**config.mk**
```make
export PLATFORM = sky130hd
export DESIGN_NAME = int_ctrl
export DESIGN_NICKNAME = d
export VERILOG_FILES = /design/src/rtl/int_ctrl.sv
export SDC_FILE = /design/constraint.sdc
export NUM_CORES = 1
export LEC_CHECK = 0
export CAP_MARGIN = 20
export CORE_MARGIN = 3
export CORE_UTILIZATION = 38
export CTS_CLUSTER_SIZE = 12
export DETAILED_ROUTE_END_ITERATION = 8
export GPL_ROUTABILITY_DRIVEN = 0
export PLACE_DENSITY = 0.88
export RECOVER_POWER = 25
export SYNTH_ARGS = -nofsm -noshare
export SYNTH_HDL_FRONTEND = slang
export SYNTH_SLANG_ARGS = --single-unit
export TNS_END_PERCENT = 30
```
**constraint.sdc**
```tcl
create_clock -name clk -period 1.6 [get_ports clk]
set_input_delay 0.16 -clock clk [delete_from_list [all_inputs] [get_ports clk]]
set_output_delay 0.16 -clock clk [all_outputs]
set_load 0.05 [all_outputs]
```
**src/rtl/int_ctrl.sv**
```systemverilog
// int_ctrl: memory-mapped interrupt controller sitting between device IRQ
// lines and the CPU. Latches level/edge requests, masks them per source,
// and tracks nested in-service priority so the CPU only sees requests that
// outrank the handler currently running. Index 0 is the highest priority.
//
// Register map (addr[1:0]):
//   0 IE   rw  per-source enable
//   1 MODE rw  1 = edge, 0 = level
//   2 PEND r   level bits read-only, edge bits write-1-to-clear
//   3 ISR  r   {31: any, [N_SRC+7:8] mask, [2:0] top index}; any write = EOI
module int_ctrl #(
    parameter int               N_SRC    = 6,
    parameter logic [N_SRC-1:0] IE_RESET = '0
) (
    input  logic             clk,
    input  logic             reset,
    input  logic [N_SRC-1:0] irq_in,
    input  logic [29:0]      addr,
    input  logic             we,
    input  logic [31:0]      din,
    output logic [31:0]      dout,
    input  logic             irq_taken,
    output logic [N_SRC-1:0] hwint,
    output logic             irq_req
);

    localparam logic [1:0] A_IE   = 2'd0;
    localparam logic [1:0] A_MODE = 2'd1;
    localparam logic [1:0] A_PEND = 2'd2;
    localparam logic [1:0] A_ISR  = 2'd3;

    logic [N_SRC-1:0] ie;
    logic [N_SRC-1:0] mode;
    logic [N_SRC-1:0] pend;
    logic [N_SRC-1:0] isr;
    logic [N_SRC-1:0] src_q;
    logic [N_SRC-1:0] prev;

    logic [1:0]       reg_sel;
    logic [N_SRC-1:0] wdata;
    logic             wr_ie;
    logic             wr_mode;
    logic             wr_pend;
    logic             wr_eoi;

    logic [N_SRC-1:0] rise;
    logic [N_SRC-1:0] clr;
    logic [N_SRC-1:0] edge_next;
    logic [N_SRC-1:0] pend_next;
    logic [N_SRC-1:0] eligible;
    logic [N_SRC-1:0] pmask;
    logic [N_SRC-1:0] isr_low_oh;
    logic [N_SRC-1:0] win_therm;
    logic [N_SRC-1:0] win_oh;
    logic [N_SRC-1:0] isr_next;
    logic             taken_ok;
    logic             isr_any;
    logic [2:0]       isr_idx;

    // Only the low address bits and the low data bits carry meaning here;
    // the bridge has already done chip select.
    logic unused_bits;
    assign unused_bits = ^{addr[29:2], din[31:N_SRC]};

    assign reg_sel = addr[1:0];
    assign wdata   = din[N_SRC-1:0];
    assign wr_ie   = we && (reg_sel == A_IE);
    assign wr_mode = we && (reg_sel == A_MODE);
    assign wr_pend = we && (reg_sel == A_PEND);
    assign wr_eoi  = we && (reg_sel == A_ISR);

    // Thermometer from the lowest set bit upward: bit i is 1 when any bit
    // at index <= i is set. Used both as the priority mask and as a
    // building block for the lowest-set one-hot.
    function automatic logic [N_SRC-1:0] therm_up(input logic [N_SRC-1:0] v);
        logic [N_SRC-1:0] t;
        logic             seen;
        t    = '0;
        seen = 1'b0;
        for (int i = 0; i < N_SRC; i++) begin
            seen = seen | v[i];
            t[i] = seen;
        end
        return t;
    endfunction

    // Index of the lowest set bit; 0 when nothing is set.
    function automatic logic [2:0] low_index(input logic [N_SRC-1:0] v);
        logic [2:0] idx;
        idx = 3'd0;
        for (int i = N_SRC - 1; i >= 0; i--) begin
            if (v[i]) idx = 3'(i);
        end
        return idx;
    endfunction

    // Priority mask from the in-service set and the winning request from
    // the registered hwint vector.
    always_comb begin
        pmask      = therm_up(isr);
        isr_low_oh = pmask & ~(pmask << 1);
        win_therm  = therm_up(hwint);
        win_oh     = win_therm & ~(win_therm << 1);
        isr_any    = |isr;
        isr_idx    = low_index(isr);
        taken_ok   = irq_taken && (|hwint);
    end

    // Next pending value: level bits follow the sampled source, edge bits
    // latch a rising edge and clear on W1C or acceptance, with a fresh edge
    // in the same cycle winning over the clear.
    always_comb begin
        rise      = src_q & ~prev;
        clr       = (wr_pend ? wdata : '0) | (taken_ok ? win_oh : '0);
        edge_next = rise | (pend & ~clr);
        pend_next = (mode & edge_next) | (~mode & src_q);
        eligible  = pend & ie;
    end

    // EOI retires the innermost handler before the newly taken source is
    // marked, so a same-cycle EOI and acceptance swap the top entry.
    always_comb begin
        isr_next = isr;
        if (wr_eoi) begin
            isr_next = isr_next & ~isr_low_oh;
        end
        if (taken_ok) begin
            isr_next = isr_next | win_oh;
        end
    end

    // Two-stage source sampling for edge detection.
    always_ff @(posedge clk) begin
        if (reset) begin
            src_q <= '0;
            prev  <= '0;
        end else begin
            src_q <= irq_in;
            prev  <= src_q;
        end
    end

    // Configuration registers written through the bridge.
    always_ff @(posedge clk) begin
        if (reset) begin
            ie   <= IE_RESET;
            mode <= '0;
        end else begin
            if (wr_ie) begin
                ie <= wdata;
            end
            if (wr_mode) begin
                mode <= wdata;
            end
        end
    end

    // Pending and in-service state.
    always_ff @(posedge clk) begin
        if (reset) begin
            pend <= '0;
            isr  <= '0;
        end else begin
            pend <= pend_next;
            isr  <= isr_next;
        end
    end

    // Registered request vector: enabled pending sources that outrank
    // every handler currently in service.
    always_ff @(posedge clk) begin
        if (reset) begin
            hwint <= '0;
        end else begin
            hwint <= eligible & ~pmask;
        end
    end

    assign irq_req = |hwint;

    // Combinational read mux; unused bits read as zero.
    always_comb begin
        dout = '0;
        case (reg_sel)
            A_IE:   dout[N_SRC-1:0] = ie;
            A_MODE: dout[N_SRC-1:0] = mode;
            A_PEND: dout[N_SRC-1:0] = pend;
            A_ISR: begin
                dout[31]        = isr_any;
                dout[8 +: N_SRC] = isr;
                dout[2:0]       = isr_idx;
            end
            default: dout = '0;
        endcase
    end

endmodule

```
==> results of run 1 <==
-- kinds of logic (layout without fill, tap and decap cells) --
family / Yosys count / after routing
other: 1 / 19
buffers and inverters: 35 / 77
AO/OA/AOI/OAI: 34 / 34
flip-flops: 42 / 42
multiplexers: 12 / 12
AND/OR/NAND/NOR: 86 / 86
-- cells in the mapped netlist (3+ instances only) --
| cell type | instances | share of area [%] |
|---|---|---|
| nand3_1 | 9 | 2.4 |
| o21ai_0 | 5 | 1.3 |
| nor3_1 | 4 | 1.0 |
| nor2b_1 | 14 | 4.6 |
| buf_2 | 3 | 0.79 |
| nor2_1 | 10 | 2.0 |
| a22o_1 | 4 | 1.8 |
| a21oi_1 | 16 | 4.2 |
| dfxtp_1 | 42 | 44 |
| and3_1 | 6 | 2.0 |
| nand3b_1 | 7 | 2.7 |
| nand2_1 | 23 | 4.5 |
| clkbuf_1 | 9 | 1.8 |
| mux2i_1 | 10 | 5.2 |
| buf_4 | 19 | 7.5 |
-- sequential cells by signal (all words and copies together) (netlist names) --
name,count
hwint,6
isr,6
src_q,6
mode,6
prev,6
pend,6
ie,6
-- final cells by class --
cell class	instances	area (um^2)	share of cell area, %
multi-input cells	151	1012	36.62
flip-flops and latches	42	849.6	30.74
repair buffers	67	701.9	25.40
well taps	67	83.83	3.033
clock buffers	5	68.82	2.490
clock inverters	3	40.04	1.449
inverters	2	7.507	0.2716
-- metrics by stage --
step / cells / TNS (ns) / power, mW / utilization, %
global placement: 324 / -0.5593 / 1.451 / 52.76
finish: 337 / -0.8225 / 2.270 / 57.75
detailed placement: 324 / -0.8885 / 1.458 / 52.76
CTS: 336 / -0.8499 / 2.287 / 57.57
floorplan: 228 / -0.2321 / 1.367 / -
global route: 337 / -1.032 / 2.349 / 57.75
-- power breakdown --
group          switching [mW]  internal [mW]
sequential             0.0179           1.07
clock                   0.368          0.459
combinational           0.220          0.130
total                   0.606           1.66
-- layer usage --
| layer | vias up | share of wire (%) | wire length, um | track usage (%) |
|---|---|---|---|---|
| met5 | - | 0 | 0 | 0 |
| met4 | 0 | 1.5 | 72 | 6.522 |
| met3 | 6 | 7.2 | 351 | 4.108 |
| met2 | 61 | 50 | 2412 | 26.92 |
| met1 | 793 | 42 | 2013 | 19.84 |
| li1 | 813 | - | - | - |
-- path summary, 6_finish.rpt --
| kind | slack [ns] | end | depth (start not counted) | start |
|---|---|---|---|---|
| worst min-delay path | 0.40 | src_q[1] | 2 | irq_in[1] |
| worst min register to register | 0.47 | prev[1] | 1 | src_q[1] |
| worst max register to register | 0.04 | hwint[5] | 6 | isr[2] |
| worst max-delay path | -0.23 | dout[0] | 5 | isr[2] |
-- cell usage in the layout, fill, tap and decap left out, types with 2 or more instances in the layout --
cell type / instances
dfxtp_2: 4
and3_1: 6
nor2b_1: 14
a21oi_1: 16
buf_4: 29
buf_6: 3
buf_12: 11
conb_1: 19
nor2_1: 7
nor2_2: 2
dfxtp_1: 37
clkbuf_1: 4
clkbuf_8: 5
and4_1: 2
a22o_1: 4
o21ai_2: 3
clkinv_2: 2
mux4_2: 2
nand3b_1: 7
nor3_1: 3
inv_1: 2
nand2_1: 23
mux2i_1: 9
clkdlybuf4s50_1: 16
nand3_1: 9
o21ai_0: 2
buf_8: 3
-- repair_timing --
| item | CTS | global route |
|---|---|---|
| gates resized for setup | 24 | 7 |
| buffers inserted | 4 | 1 |
| setup endpoints to repair | 7 | 10 |
| pin swaps | 6 | 2 |
==> results.yml, run 1 <==
job:
  cap_violations: 0
logic_synthesis:
  synthFlopType: "dfxtp_1"
  ys_ff_latch: 42
  ys_warn_count: 0
  yosysUniqueCellTypes: 39
  synth_edf_count: 0
  synth_area_um2: 1912
  synth_top_family_by_area: "simple AND/OR/NAND/NOR gates"
  synth.avg_cell_area_um2: 9.104
  yosys-mux-area-fraction_pct: 7.592
  synthSimpleGateAreaFrac_pct: 25.46
  synthCells: 210
  synth_xor_xnor_area_share_pct: 0
  synth_adder_area_share_pct: 0
  yosysSeqAreaShare_pct: 43.98
  async_flop_share_pct: 0
  synth_compound_area_share_pct: 11.19
layout:
  diodes: 0
  fin_area_um2: 2764
  drive_gt1_share_pct: 28.52
  syn_to_final_growth_pct: 44.57
  n_fill_cell: 399
  nets: 341
die:
  fp.dieW_um: 76.93
  die-area_um2: 5918
  start_util_pct: 39.95
  pin_count: 111
  num_rows: 25
  die_y_um: 76.93
  core_um2: 4786
global_routing:
  grt_antenna_before_repair: 0
  grt_usage_pct: 16.17
  grt_pass1_vias: 1553
  grt_max_degree: 15
  grt_pass1_wl_um: 7486
  grt_remaining_overflow: 0
critical_path:
  startpoint_type: "flip-flop"
  cp.required_ns: 1.44
  critical-path-max-stage-delay_ns: 0.51
  cp.buffers_inverters: 2
  cp_cell_sequence: "buf_6 -> nand2b_4 -> a31oi_4 -> mux4_2 -> buf_8"
  cpLargestDelayFamily: "multiplexers"
  endpoint_kind: "primary output"
  critPathKind: "reg -> out"
  crit_slowest_cell: "mux4_2"
  crit_arrival_ns: 1.67
  crit_path_max_fanout: 4
hold_path:
  hold_class: "in -> reg"
detailed_routing:
  drcViolationCount: 0
  via_per_inst: 4.964
  vias: 1673
  first_pass_iters: 4
  dr.first_iter.drc_count: 130
  antenna_left: 0
  wire_per_inst_um: 14.39
  wl_um: 4848
clock_tree:
  cts_root_buf: "clkbuf_8"
  cts_tree: "yes"
  clk_pin_slew_ns: 0.08
  clk_path_buf_depth: 2
  cts_made_buffers: 5
  clk_latency_ns: 0.30
  holdBufCountCts: 0
  cts.sinks: 42
  ctsHtreeMaxLevel: 2
status:
  violations: "setup timing"
  outcome: "finished with violations"
sta:
  grt_setup_unrepaired: "true"
  hold_viol_final: 0
  slew_headroom_pct: 60.72
  fmaxAchievable_mhz: 546.5
  slew_viol_final: 0
  fin_crit_sh_pct: 114.4
  fin_skew_ns: 0.007828
  setup_viol: 4
  fin_ws_ns: -0.2299
  hold_slack_ns: 0.4024
  fin_crit_ns: 1.830
  tightest_slew_ns: 0.5893
power:
  leakage_nw: 1.124
  ir_worst_vdd_uv: 384.8
  power_density_nw_per_um2: 821.3
placed_design:
  placed_area_um2: 2525
  port_buffers: 37
  place_ws_ns: -0.1130
  dp_hpwl_um: 3487
Power figures use the tool's default switching activity.
==> inputs of run 2 (changes only) <==
SKIP_LAST_GASP = 1   (was default)
clock period = 1.82 ns   (was 1.6 ns; I/O delays follow)
==> run 2 against run 1 <==
Compared with the run above: the run still ends with setup timing left; worst hold slack improved by 0.028 ns; count of clock-buffer cells in the layout rose by 2; final area fell by 5.2%; via count fell by 1.3%; critical endpoint is now dout[31]; largest power group unchanged.
==> results.yml, run 2 (same netlist as run 1, synthesis figures left out) <==
detailed_routing:
  vias: 1652
  drcViolationCount: 0
  first_pass_iters: 4
  via_per_inst: 5.083
  wire_per_inst_um: 14.00
  antenna_left: 0
  dr.first_iter.drc_count: 96
  wl_um: 4549
status:
  outcome: "finished with violations"
  violations: "setup timing"
global_routing:
  grt_remaining_overflow: 0
  grt_pass1_wl_um: 7100
  grt_pass1_vias: 1530
  grt_usage_pct: 14.97
  grt_antenna_before_repair: 0
  grt_max_degree: 19
critical_path:
  cp.required_ns: 1.64
  critPathKind: "reg -> out"
  startpoint_type: "flip-flop"
  crit_path_max_fanout: 6
  cpLargestDelayFamily: "simple AND/OR/NAND/NOR gates"
  cp_cell_sequence: "or4_4 -> nor3_4 -> nor2_2 -> buf_12"
  critical-path-max-stage-delay_ns: 0.60
  cp.buffers_inverters: 1
  crit_arrival_ns: 1.64
  endpoint_kind: "primary output"
  crit_slowest_cell: "or4_4"
sta:
  fmaxAchievable_mhz: 547.4
  hold_viol_final: 0
  slew_viol_final: 0
  setup_viol: 1
  finalSetupTns_ns: -0.006915
  fin_skew_ns: 0.004426
  fin_crit_sh_pct: 100.4
  fin_ws_ns: -0.006915
  grt_setup_unrepaired: "true"
  tightest_slew_ns: 0.7636
  hold_slack_ns: 0.4303
  fin_crit_ns: 1.827
  slew_headroom_pct: 49.09
die:
  core_um2: 4786
  die-area_um2: 5918
  start_util_pct: 39.95
  fp.dieW_um: 76.93
  num_rows: 25
  pin_count: 111
  die_y_um: 76.93
clock_tree:
  ctsHtreeMaxLevel: 2
  clk_path_buf_depth: 2
  clk_latency_ns: 0.30
  cts_root_buf: "clkbuf_8"
  cts_made_buffers: 5
  cts.sinks: 42
  clk_pin_slew_ns: 0.07
  cts_tree: "yes"
job:
  cap_violations: 0
power:
  p_int_mw: 1.353
  p_sw_share_pct: 27.22
  leakage_nw: 1.049
  power_density_nw_per_um2: 709.5
  p_switching_mw: 0.5062
  power.share.clock_pct: 32.8
  combPwrFrac_pct: 15.6
  pwr-share-seq_pct: 51.6
  ir_worst_vdd_uv: 434.2
layout:
  final_common_cell: "dfxtp_1"
  seq_area_um2: 849.6
  syn_to_final_growth_pct: 37.11
  n_fill_cell: 428
  drive_gt1_share_pct: 19.38
  diodes: 0
  nets: 329
  multi_input_area_um2: 960.9
  final_cell_mix: "37 x dfxtp_1, 23 x nand2_1, 21 x clkdlybuf4s50_1, 19 x conb_1, 16 x a21oi_1"
placed_design:
  dp_hpwl_um: 3349
  port_buffers: 37
hold_path:
  hold_class: "in -> reg"
run 2: changes by cell type in the layout (fill, tap and decap cells not counted), sizes merged:
cell / delta
clkinv: -1
dlymetal6s2s: +1
clkdlybuf4s50: +5
bufinv: -1
dlygate4sd2: +1
buf: -17
run 2: path summary, 6_finish.rpt:
path,from,endpoint,slack (ns),cells after the start
setup / recovery,isr[2],dout[31],-0.007,4
hold / removal,irq_in[4],src_q[4],0.43,2
setup reg to reg,isr[2],isr[5],0.28,3
hold reg to reg,src_q[4],prev[4],0.47,1
run 2: metrics by stage:
stage	power, mW	util [%]	cell area (um^2)	instances	worst slack [ns]
floorplan	1.199	-	1986	228	-0.2394
global placement	1.262	51.32	2456	314	-0.02757
global route	1.921	54.77	2621	325	-0.06019
CTS	1.867	53.99	2584	322	-0.04684
finish	1.860	54.77	2621	325	-0.006915
detailed placement	1.268	51.32	2456	314	-0.01609
run 2: metal layers:
layer	vias up	global-route usage, %	part of all wire [%]	wire length (um)
met5	-	0	0	0
met4	0	4.891	1.2	56
met3	6	4.225	7.8	357
met2	66	25.78	50	2263
met1	791	17.83	41	1871
li1	789	-	-	-
run 2: cell type report:
class | count | area share, %
Inverter | 2 | 0.2864
Sequential cell | 42 | 32.41
Timing Repair Buffer | 55 | 23.96
Multi-Input combinational cell | 151 | 36.66
Tap cell | 67 | 3.198
Clock inverter | 1 | 0.1909
Clock buffer | 7 | 3.294
run 2: power by group through the flow:
stage	logic [mW]	clock network (mW)	registers (mW)
finish	0.289	0.611	0.960
global route	0.304	0.655	0.962
CTS	0.289	0.617	0.961
detailed placement	0.285	0	0.982
global placement	0.282	0	0.980
floorplan	0.220	0	0.979
run 2: repair_timing:
| item | CTS | global route |
|---|---|---|
| endpoints found under the setup margin | 5 | 7 |
| buffers inserted | 0 | 3 |
| gates resized for setup | 8 | 9 |
| hold buffers | 0 | 0 |
| pin swaps | 0 | 3 |
